File: src/rtl/sudoku_pkg.sv
// Shared types, sizes and the digit-to-cell encoding for the Sudoku load sequencer.
package sudoku_pkg;

  localparam int CELLS          = 81;
  localparam int CELL_W         = 11;
  localparam int DIGIT_W        = 4;
  localparam int CNT_W          = 7;
  localparam int TIMEOUT_CYCLES = 16;
  localparam int WAIT_W         = 5;

  localparam logic [CELL_W-1:0] EMPTY_CELL = 11'h400;

  typedef enum logic [2:0] {
    IDLE,
    KICK,
    LOAD,
    WAIT_DONE,
    RESULT
  } state_t;

  typedef struct packed {
    logic              illegal;
    logic [CELL_W-1:0] word;
  } cell_enc_t;

  // Codes 10..15 are written as an empty cell; the caller latches the illegal flag.
  function automatic cell_enc_t encode_cell(input logic [DIGIT_W-1:0] digit);
    cell_enc_t enc;
    enc.word    = EMPTY_CELL;
    enc.illegal = 1'b0;
    if (digit >= 4'd1 && digit <= 4'd9) begin
      enc.word = CELL_W'(1) << (digit - 4'd1);
    end else if (digit > 4'd9) begin
      enc.illegal = 1'b1;
    end
    return enc;
  endfunction

endpackage

File: src/rtl/sudoku_load_ctrl_if.sv
// Front-end, checker and result signals of the load sequencer, bundled with
// a controller-side (master) and environment-side (slave) view.
interface sudoku_load_ctrl_if;

  logic                            go;
  logic                            cell_valid;
  logic [sudoku_pkg::DIGIT_W-1:0]  cell_digit;
  logic                            cell_ready;
  logic [sudoku_pkg::CNT_W-1:0]    cell_idx;
  logic                            sol_start;
  logic [sudoku_pkg::CELL_W-1:0]   sol_data;
  logic                            sol_valid;
  logic                            sol_done;
  logic                            res_valid;
  logic                            res_ok;
  logic                            res_err;
  logic                            res_ack;
  logic                            busy;

  modport master (
    input  go, cell_valid, cell_digit, sol_valid, sol_done, res_ack,
    output cell_ready, cell_idx, sol_start, sol_data, res_valid, res_ok, res_err, busy
  );

  modport slave (
    output go, cell_valid, cell_digit, sol_valid, sol_done, res_ack,
    input  cell_ready, cell_idx, sol_start, sol_data, res_valid, res_ok, res_err, busy
  );

endinterface

File: src/rtl/sudoku_cell_encoder.sv
// Combinational digit code to checker cell word, with an illegal-code flag.
module sudoku_cell_encoder
  import sudoku_pkg::*;
(
  input  logic [DIGIT_W-1:0] i_digit,
  output logic [CELL_W-1:0]  o_word,
  output logic               o_illegal
);

  cell_enc_t w_enc;

  assign w_enc     = encode_cell(i_digit);
  assign o_word    = w_enc.word;
  assign o_illegal = w_enc.illegal;

endmodule

File: src/rtl/sudoku_load_ctrl.sv
// Streams 81 encoded cells into the board checker, waits for its verdict and
// holds a pass/fail result until acknowledged; re-arms the checker between boards.
module sudoku_load_ctrl
  import sudoku_pkg::*;
(
  input  logic                  clk,
  input  logic                  reset,
  sudoku_load_ctrl_if.master    bus
);

  state_t             r_state;
  logic [CNT_W-1:0]   r_cell_cnt;
  logic [WAIT_W-1:0]  r_wait_cnt;
  logic               r_need_kick;
  logic               r_bad;
  logic               r_cell_ready;
  logic               r_sol_start;
  logic [CELL_W-1:0]  r_sol_data;
  logic               r_res_valid;
  logic               r_res_ok;
  logic               r_res_err;
  logic               r_busy;

  logic [CELL_W-1:0]  w_word;
  logic               w_illegal;
  logic               w_accept;

  sudoku_cell_encoder u_enc (
    .i_digit   (bus.cell_digit),
    .o_word    (w_word),
    .o_illegal (w_illegal)
  );

  assign w_accept = bus.cell_valid & r_cell_ready;

  always_ff @(posedge clk or negedge reset) begin
    if (!reset) begin
      r_state      <= IDLE;
      r_cell_cnt   <= '0;
      r_wait_cnt   <= '0;
      r_need_kick  <= 1'b0;
      r_bad        <= 1'b0;
      r_cell_ready <= 1'b0;
      r_sol_start  <= 1'b0;
      r_sol_data   <= EMPTY_CELL;
      r_res_valid  <= 1'b0;
      r_res_ok     <= 1'b0;
      r_res_err    <= 1'b0;
      r_busy       <= 1'b0;
    end else begin
      case (r_state)
        IDLE: begin
          if (bus.go) begin
            r_cell_cnt <= '0;
            r_wait_cnt <= '0;
            r_bad      <= 1'b0;
            r_busy     <= 1'b1;
            // A checker parked in Finish needs one empty strobe to return to Read.
            if (r_need_kick) begin
              r_state     <= KICK;
              r_sol_start <= 1'b1;
              r_sol_data  <= EMPTY_CELL;
            end else begin
              r_state      <= LOAD;
              r_cell_ready <= 1'b1;
            end
          end
        end

        KICK: begin
          r_sol_start  <= 1'b0;
          r_need_kick  <= 1'b0;
          r_cell_ready <= 1'b1;
          r_state      <= LOAD;
        end

        LOAD: begin
          r_sol_start <= w_accept;
          if (w_accept) begin
            r_sol_data <= w_word;
            r_bad      <= r_bad | w_illegal;
            if (r_cell_cnt == CNT_W'(CELLS - 1)) begin
              r_cell_ready <= 1'b0;
              r_state      <= WAIT_DONE;
            end else begin
              r_cell_cnt <= r_cell_cnt + 7'd1;
            end
          end
        end

        WAIT_DONE: begin
          r_sol_start <= 1'b0;
          r_wait_cnt  <= r_wait_cnt + 5'd1;
          // The first cycle here still carries the final write, so done is not trusted yet.
          if (bus.sol_done && r_wait_cnt != '0) begin
            r_res_ok    <= bus.sol_valid & ~r_bad;
            r_res_err   <= r_bad;
            r_res_valid <= 1'b1;
            r_need_kick <= 1'b1;
            r_state     <= RESULT;
          end else if (r_wait_cnt == WAIT_W'(TIMEOUT_CYCLES - 1)) begin
            r_res_ok    <= 1'b0;
            r_res_err   <= 1'b1;
            r_res_valid <= 1'b1;
            r_state     <= RESULT;
          end
        end

        RESULT: begin
          if (bus.res_ack) begin
            r_res_valid <= 1'b0;
            r_res_ok    <= 1'b0;
            r_res_err   <= 1'b0;
            r_busy      <= 1'b0;
            r_state     <= IDLE;
          end
        end

        default: begin
          r_state <= IDLE;
        end
      endcase
    end
  end

  assign bus.cell_ready = r_cell_ready;
  assign bus.cell_idx   = r_cell_cnt;
  assign bus.sol_start  = r_sol_start;
  assign bus.sol_data   = r_sol_data;
  assign bus.res_valid  = r_res_valid;
  assign bus.res_ok     = r_res_ok;
  assign bus.res_err    = r_res_err;
  assign bus.busy       = r_busy;

endmodule

File: src/flat_wrapper.sv
// flat-port wrapper written by rule: the top's interface ports become plain ports
module sudoku_load_ctrl_flat import sudoku_pkg::*;
  (clk, reset, bus_go, bus_cell_valid, bus_cell_digit, bus_sol_valid, bus_sol_done, bus_res_ack, bus_cell_ready, bus_cell_idx, bus_sol_start, bus_sol_data, bus_res_valid, bus_res_ok, bus_res_err, bus_busy);
  sudoku_load_ctrl_if bus_i ();
  input  logic clk;
  input  logic reset;
  input wire logic [$bits(bus_i.go)-1:0] bus_go;
  input wire logic [$bits(bus_i.cell_valid)-1:0] bus_cell_valid;
  input wire logic [$bits(bus_i.cell_digit)-1:0] bus_cell_digit;
  input wire logic [$bits(bus_i.sol_valid)-1:0] bus_sol_valid;
  input wire logic [$bits(bus_i.sol_done)-1:0] bus_sol_done;
  input wire logic [$bits(bus_i.res_ack)-1:0] bus_res_ack;
  output wire logic [$bits(bus_i.cell_ready)-1:0] bus_cell_ready;
  output wire logic [$bits(bus_i.cell_idx)-1:0] bus_cell_idx;
  output wire logic [$bits(bus_i.sol_start)-1:0] bus_sol_start;
  output wire logic [$bits(bus_i.sol_data)-1:0] bus_sol_data;
  output wire logic [$bits(bus_i.res_valid)-1:0] bus_res_valid;
  output wire logic [$bits(bus_i.res_ok)-1:0] bus_res_ok;
  output wire logic [$bits(bus_i.res_err)-1:0] bus_res_err;
  output wire logic [$bits(bus_i.busy)-1:0] bus_busy;
  assign bus_i.go = bus_go;
  assign bus_i.cell_valid = bus_cell_valid;
  assign bus_i.cell_digit = bus_cell_digit;
  assign bus_i.sol_valid = bus_sol_valid;
  assign bus_i.sol_done = bus_sol_done;
  assign bus_i.res_ack = bus_res_ack;
  assign bus_cell_ready = bus_i.cell_ready;
  assign bus_cell_idx = bus_i.cell_idx;
  assign bus_sol_start = bus_i.sol_start;
  assign bus_sol_data = bus_i.sol_data;
  assign bus_res_valid = bus_i.res_valid;
  assign bus_res_ok = bus_i.res_ok;
  assign bus_res_err = bus_i.res_err;
  assign bus_busy = bus_i.busy;
  sudoku_load_ctrl u_core (.clk(clk), .reset(reset), .bus(bus_i));
endmodule
File: config.mk
export PLATFORM = sky130hd
export DESIGN_NAME = sudoku_load_ctrl_flat
export DESIGN_NICKNAME = d
export VERILOG_FILES = /design/src/rtl/sudoku_pkg.sv /design/src/rtl/sudoku_load_ctrl_if.sv /design/src/rtl/sudoku_cell_encoder.sv /design/src/rtl/sudoku_load_ctrl.sv /design/src/flat_wrapper.sv
export SDC_FILE = /design/constraint.sdc
export NUM_CORES = 1
export LEC_CHECK = 0
export BUFFER_PORTS_ARGS = -buffer_cell sky130_fd_sc_hd__buf_2
export CORE_UTILIZATION = 55
export DETAILED_ROUTE_END_ITERATION = 12
export PLACE_DENSITY = 0.9
export SLEW_MARGIN = 25
export SYNTH_ARGS = -nofsm -noshare
export SYNTH_HDL_FRONTEND = slang
export SYNTH_SLANG_ARGS = --single-unit
export TNS_END_PERCENT = 100
File: constraint.sdc
create_clock -name clk -period 5.5 [get_ports clk]
set_input_delay 1.1 -clock clk [delete_from_list [all_inputs] [get_ports clk]]
set_output_delay 1.1 -clock clk [all_outputs]
set_load 0.02 [all_outputs]
# Word-level counts from Yosys, hierarchy flattened
# Index checks and enable logic that the tools add are counted.
# op_classes
add_sub_neg	3
order_cmp	3
n_eq_ne	15
n_shift	1
n_mux	45
bitwise	4
n_reduce_logical	22
# ops
op	count
$mux W11	4
$pmux W11 S2	1
$mux W7	3
$mux W1	18
$mux W3	6
$pmux W3 S5	1
$pmux W7 S2	1
$pmux W1 S2	6
$reduce_and A3 Y1	4
$shl A1 B4 Y11 const A	1
$pmux W5 S2	1
$reduce_and A5 Y1	2
$reduce_bool A2 Y1	5
$ne A2 B1 Y1 const B	4
$ne A2 B2 Y1 const B	4
$reduce_and A4 Y1	2
$add A7 B1 Y7 const B	1
$eq A7 B7 Y1 const B	1
$eq A3 B2 Y1 const B	2
$pmux W1 S3	2
$reduce_bool A3 Y1	2
$add A5 B1 Y5 const B	1
$eq A5 B4 Y1 const B	1
$mux W5	1
16 further kinds	19
# word_totals
regBits	34
inputBits	11
output_inout_bits	24
word_cells	105

# Longest topological paths before layout
# depth
depth_word	6
depth_mapped	7
mapped_depth_nobuf	7

# By module
# A second synthesis with hierarchy kept.
# unflattened
hier_cells	181
hier_area_um2	1840.5
# modules_own_cells
module	instances	cells_each	area_each_um2	seq_area_each_um2
sudoku_load_ctrl	1	156	1682.9	852.1
sudoku_cell_encoder	1	25	157.7	0.0

# Least setup slack after synthesis
# Ideal clock, no wire load.
# synth_timing
kind	input-to-reg
from	in bus_cell_digit[1]
to	reg u_core.r_sol_data[2], in the netlist u_core.bus.sol_data[2]
setup_time_ns	0.121
arrival_time_ns	2.102
required_ns	5.379
slack_ns	3.277
stages	5
path_buffers	1
path_cell_list	clkbuf_1 > nor2_1 > ha_1 > and3_1 > a22o_1
# synth_via
elab_chain_cells	5
word_cells_on_any_way	8
cone_classes	add/sub (1); order compare (2); shift (1); mux (3); reduce/logical (1)
# synth_lines
item	line_no	source
start, declared	flat_wrapper.sv:9	input wire logic [$bits(bus_i.cell_digit)-1:0] bus_cell_digit;
$sub A4 B1 Y4 (tied with other cells)	sudoku_pkg.sv:32	enc.word = CELL_W'(1) << (digit - 4'd1);
$shl A1 B4 Y11 or $logic_and A1 B1 Y1 (tied branches)	sudoku_pkg.sv:32, sudoku_pkg.sv:31	
$mux W11 *	sudoku_pkg.sv:31	if (digit >= 4'd1 && digit <= 4'd9) begin
$mux W11 *	sudoku_load_ctrl.sv:79	if (w_accept) begin
$pmux W11 S2 *	sudoku_load_ctrl.sv:51	case (r_state)
end signal, assigned	sudoku_load_ctrl.sv:80	r_sol_data <= w_word;
end, declared	sudoku_load_ctrl.sv:18	logic [CELL_W-1:0] r_sol_data;
# Mark *: on every way between the ends. The rest lies on a longest branch, timed or not. The select of a mux whose other input is x is not followed.
# A chain may end at the register's enable or synchronous reset.

# Final worst setup path
# layout_timing
from	reg u_core.r_cell_cnt[3], in the netlist u_core.bus.cell_idx[3]
to	out bus_cell_idx[3]
# layout_rtl
item	line_no	source
start, declared	sudoku_load_ctrl.sv:12	logic [CNT_W-1:0] r_cell_cnt;
start signal, assigned	sudoku_load_ctrl.sv:86	r_cell_cnt <= r_cell_cnt + 7'd1;
end, declared	flat_wrapper.sv:14	output wire logic [$bits(bus_i.cell_idx)-1:0] bus_cell_idx;
# No word-level cell between the ends.

==> metrics.md <==
| Metric | Value |
|---|---|
| Synth Flop Type | `dfrtp_1` |
| Dominant cells by area after synthesis | `dfrtp_1 (45%), nor2_1 (5.3%), ha_1 (4.8%), nand2_1 (3.9%), a21oi_1 (3.0%)` |
| Final Setup Violations | `0` |
| GRT overflow | `0` |
| Maximum vdd ir drop | `roughly 0.25 mV` |
| Grt peak-use layer | `met2` |
| Largest net degree at the start of global routing | `35` |
| Critical Path RT | `~4.4 ns` |
| Fmax | `between 400 and 500 MHz` |
| Post-synth EDFFs | `0` |
| M2 GR Usage | `a little over a third` |
| Nets | `241` |
| CTS-repair resized insts | `0` |
| Initial antenna violation count | `0` |
| RSZ-0062 raised after global routing | `false` |
| CP delay by family, top | `flip-flops` |
| Post-synthesis cell area | `1830 sq um` |
| Synth Area in Compound Gates | `17.8%` |
| Root Driver | `clkbuf_4` |
| Worst Setup SP | `u_core.bus.cell_idx[3]$_DFFE_PN0P_` |
| Worst-Skew Late Latency | `0.35 ns` |
| Post-Synth Adder-Cell Area | `4.78%` |
| Setup TNS | `0 ns` |
| Fin crit share | `39.0%` |
| M3 GR Usage | `6.49%` |
| Synthesis-to-layout area growth | `14.6%` |
| Hold Crit Start | `u_core.bus.sol_data[10]$_DFFE_PN1P_` |
| WP buf/inv | `1` |
| Clock Skews | `0.0119 ns` |
| DR pass1 iterations | `4` |
| Final antenna-violating net count | `0` |
| Post CTS Setup Buffer Count | `0` |
| Die Width | `about 60 microns` |
| Vias/cell | `roughly 5.7` |
| Slew HR | `between 50% and 60%` |
| CP Capture Type | `primary output` |
| Maximum clock path buffer count | `2` |
| Total track usage | `a little under a quarter` |
| Max-Cap Viols | `0` |
| Post-route setup slack | `3.35 ns` |
| Synth Area in XOR/XNOR | `2.39%` |
| I/O pins | `35` |
| Worst path arrival time | `1.05 ns` |
| Hold Vio Cnt, Final | `0` |
| Cell area power density | `491 nW/um^2` |
| DR WL/cell | `roughly 14 microns` |
| Tmin final | `around 2.1 ns` |
| Share of layout cells above drive strength 1 | `23.7%` |
| Mux cell area share after synthesis | `0.614%` |
| Worst min-delay path category | `flip-flop to flip-flop` |
| Global placement routability congestion | `0.810` |
| Leading cell type in the layout, fill and taps excluded | `buf_2` |
| Vias | `1534` |
| Antenna cells | `0` |
| Met1 Usage GRT | `30.0%` |
| # clock sinks | `34` |
| Dpl ws | `3.26 ns` |
| CP max stage delay | `0.49 ns` |
| H-tree level count | `2` |
| Cell taking the most area after synthesis | `dfrtp_1` |
| DRC | `0` |
| Std cell rows | `20` |
| Die Y | `59.7 microns` |
| CP startpoint kind | `flip-flop` |
| CTS tree | `yes` |
| Slowest-stage cell, CP | `dfrtp_1` |
| Pins over their slew limit | `0` |
| Most frequent cells in the layout | `buf_2 (34), dfrtp_1 (33), nor2_1 (26), nand2_1 (19), a21oi_1 (11)` |
| Hold buffers post-CTS | `0` |
| Buffers on Ports | `34` |
| Synth Warn # | `0` |
| Die area | `between 3000 and 4000 sq um` |
| Reg2reg start | `u_core.r_wait_cnt[0]$_DFFE_PN0P_` |
| Final hold slack | `0.472 ns` |
| Final core utilization | `67.7%` |
| Flops & latches, synth | `34` |
| Post-synth ARST share | `100%` |
| Static leakage power | `1.02 nW` |
| Seq/Total Area, Yosys | `46.5%` |
| Vias in the first global route | `1354` |
| DP Wirelength | `2.61 mm` |
| Core footprint | `slightly above 3000 sq um` |
| Status | `finished, final reports clean` |
| Fillers | `250` |
| Synth Area in Simple Gates | `between 20% and 30%` |
| Routed WL | `3.67 mm` |
| Iter 0 DRT Violations | `65` |
| Cts bufs inserted | `5` |
| Worst slew pin tran | `0.732 ns` |
| Initial core utilization | `59.1%` |
| Largest family of logic cells by synthesized area | `simple AND/OR/NAND/NOR gates` |
| Synthesized instance count | `about 190` |
| Post-synth top area share | `45.1%` |
| Setup CP Type | `flip-flop to primary output` |
| Clock slew at reported path FFs | `0.11 ns` |
| Syn Nets | `207` |
| Crit Path Max Fanout | `7` |
| Synthesized area per cell | `a little under 10 sq um` |
| Global-route wire length before repair | `a little over 6 mm` |
| Synth cell types | `47` |
| Critical-path cell list | `buf_2` |
## per-layer routing
metal	vias to the layer above	routed length (microns)
met2	47	1750
met5	-	0
met1	732	1670
met4	0	65
li1	747	-
met3	8	188
## kinds of logic (layout without fill, tap and decap cells)
logic type,Yosys count,after routing
compound gates,46,46
xor+xnor,5,5
fa+ha+maj,7,7
buf+inv,18,53
flops,34,34
mux,1,1
simple gates,78,78
## Yosys cell counts (all sizes together) (2+ instances only)
| library cell | count |
|---|---|
| o22ai | 2 |
| inv | 10 |
| a22o | 4 |
| nand2 | 19 |
| clkbuf | 3 |
| and3b | 2 |
| xnor2 | 4 |
| a211oi | 3 |
| a21oi | 11 |
| o31ai | 4 |
| o21ai | 7 |
| buf | 5 |
| a32o | 2 |
| nand3 | 7 |
| and3 | 5 |
| ha | 7 |
| nand4 | 3 |
| dfrtp | 33 |
| nor3 | 4 |
| nor2 | 27 |
| o21ba | 2 |
| nor2b | 2 |
| nor4 | 2 |
## cell type report
class | instances | area, sq um | share of cell area (%)
Sequential cell | 34 | 852 | 40.6
Timing Repair Buffer | 35 | 178 | 8.46
Tap cell | 44 | 55.1 | 2.62
Clock inverter | 3 | 45.0 | 2.14
Multi-Input combinational cell | 137 | 896 | 42.6
Inverter | 10 | 37.5 | 1.79
Clock buffer | 5 | 37.5 | 1.79
## registers in the layout, summed over array words and instances (netlist names), 3 cells and up
signal / flops
u_core.r_state: 3
u_core.bus.cell_idx: 7
u_core.r_wait_cnt: 5
u_core.bus.sol_data: 11
## final timing paths
kind | endpoint | depth (start not counted) | slack, ns
worst max-delay path | bus_cell_idx[3] | 1 | 3.35
worst min-delay path | u_core.bus.sol_data[10]$_DFFE_PN1P_ | 2 | 0.47
max in group asynchronous | u_core.bus.sol_start$_DFFE_PN0P_ | 1 | 4.22
min in group asynchronous | u_core.bus.sol_data[7]$_DFFE_PN0P_ | 1 | 0.80
worst max register to register | u_core.bus.res_ok$_DFFE_PN0P_ | 7 | 3.55
worst min register to register | u_core.bus.sol_data[10]$_DFFE_PN1P_ | 2 | 0.47
## per-stage QoR
step | std cells | power (mW) | area (sq um)
after CTS | 268 | 1.04 | 2100
after global placement | 260 | 0.832 | 2020
final | 268 | 1.03 | 2100
after floorplan | 189 | 0.742 | 1830
after global routing | 268 | 1.11 | 2100
after detailed placement | 260 | 0.846 | 2020
## where the power goes
group | total [mW] | switching [mW] | leakage (nW) | internal [mW]
Clock | 0.188 | 0.0922 | 0.0374 | 0.0953
Combinational | 0.418 | 0.250 | 0.552 | 0.168
Sequential | 0.426 | 0.0992 | 0.432 | 0.327
(Power assumes the default switching activity.)
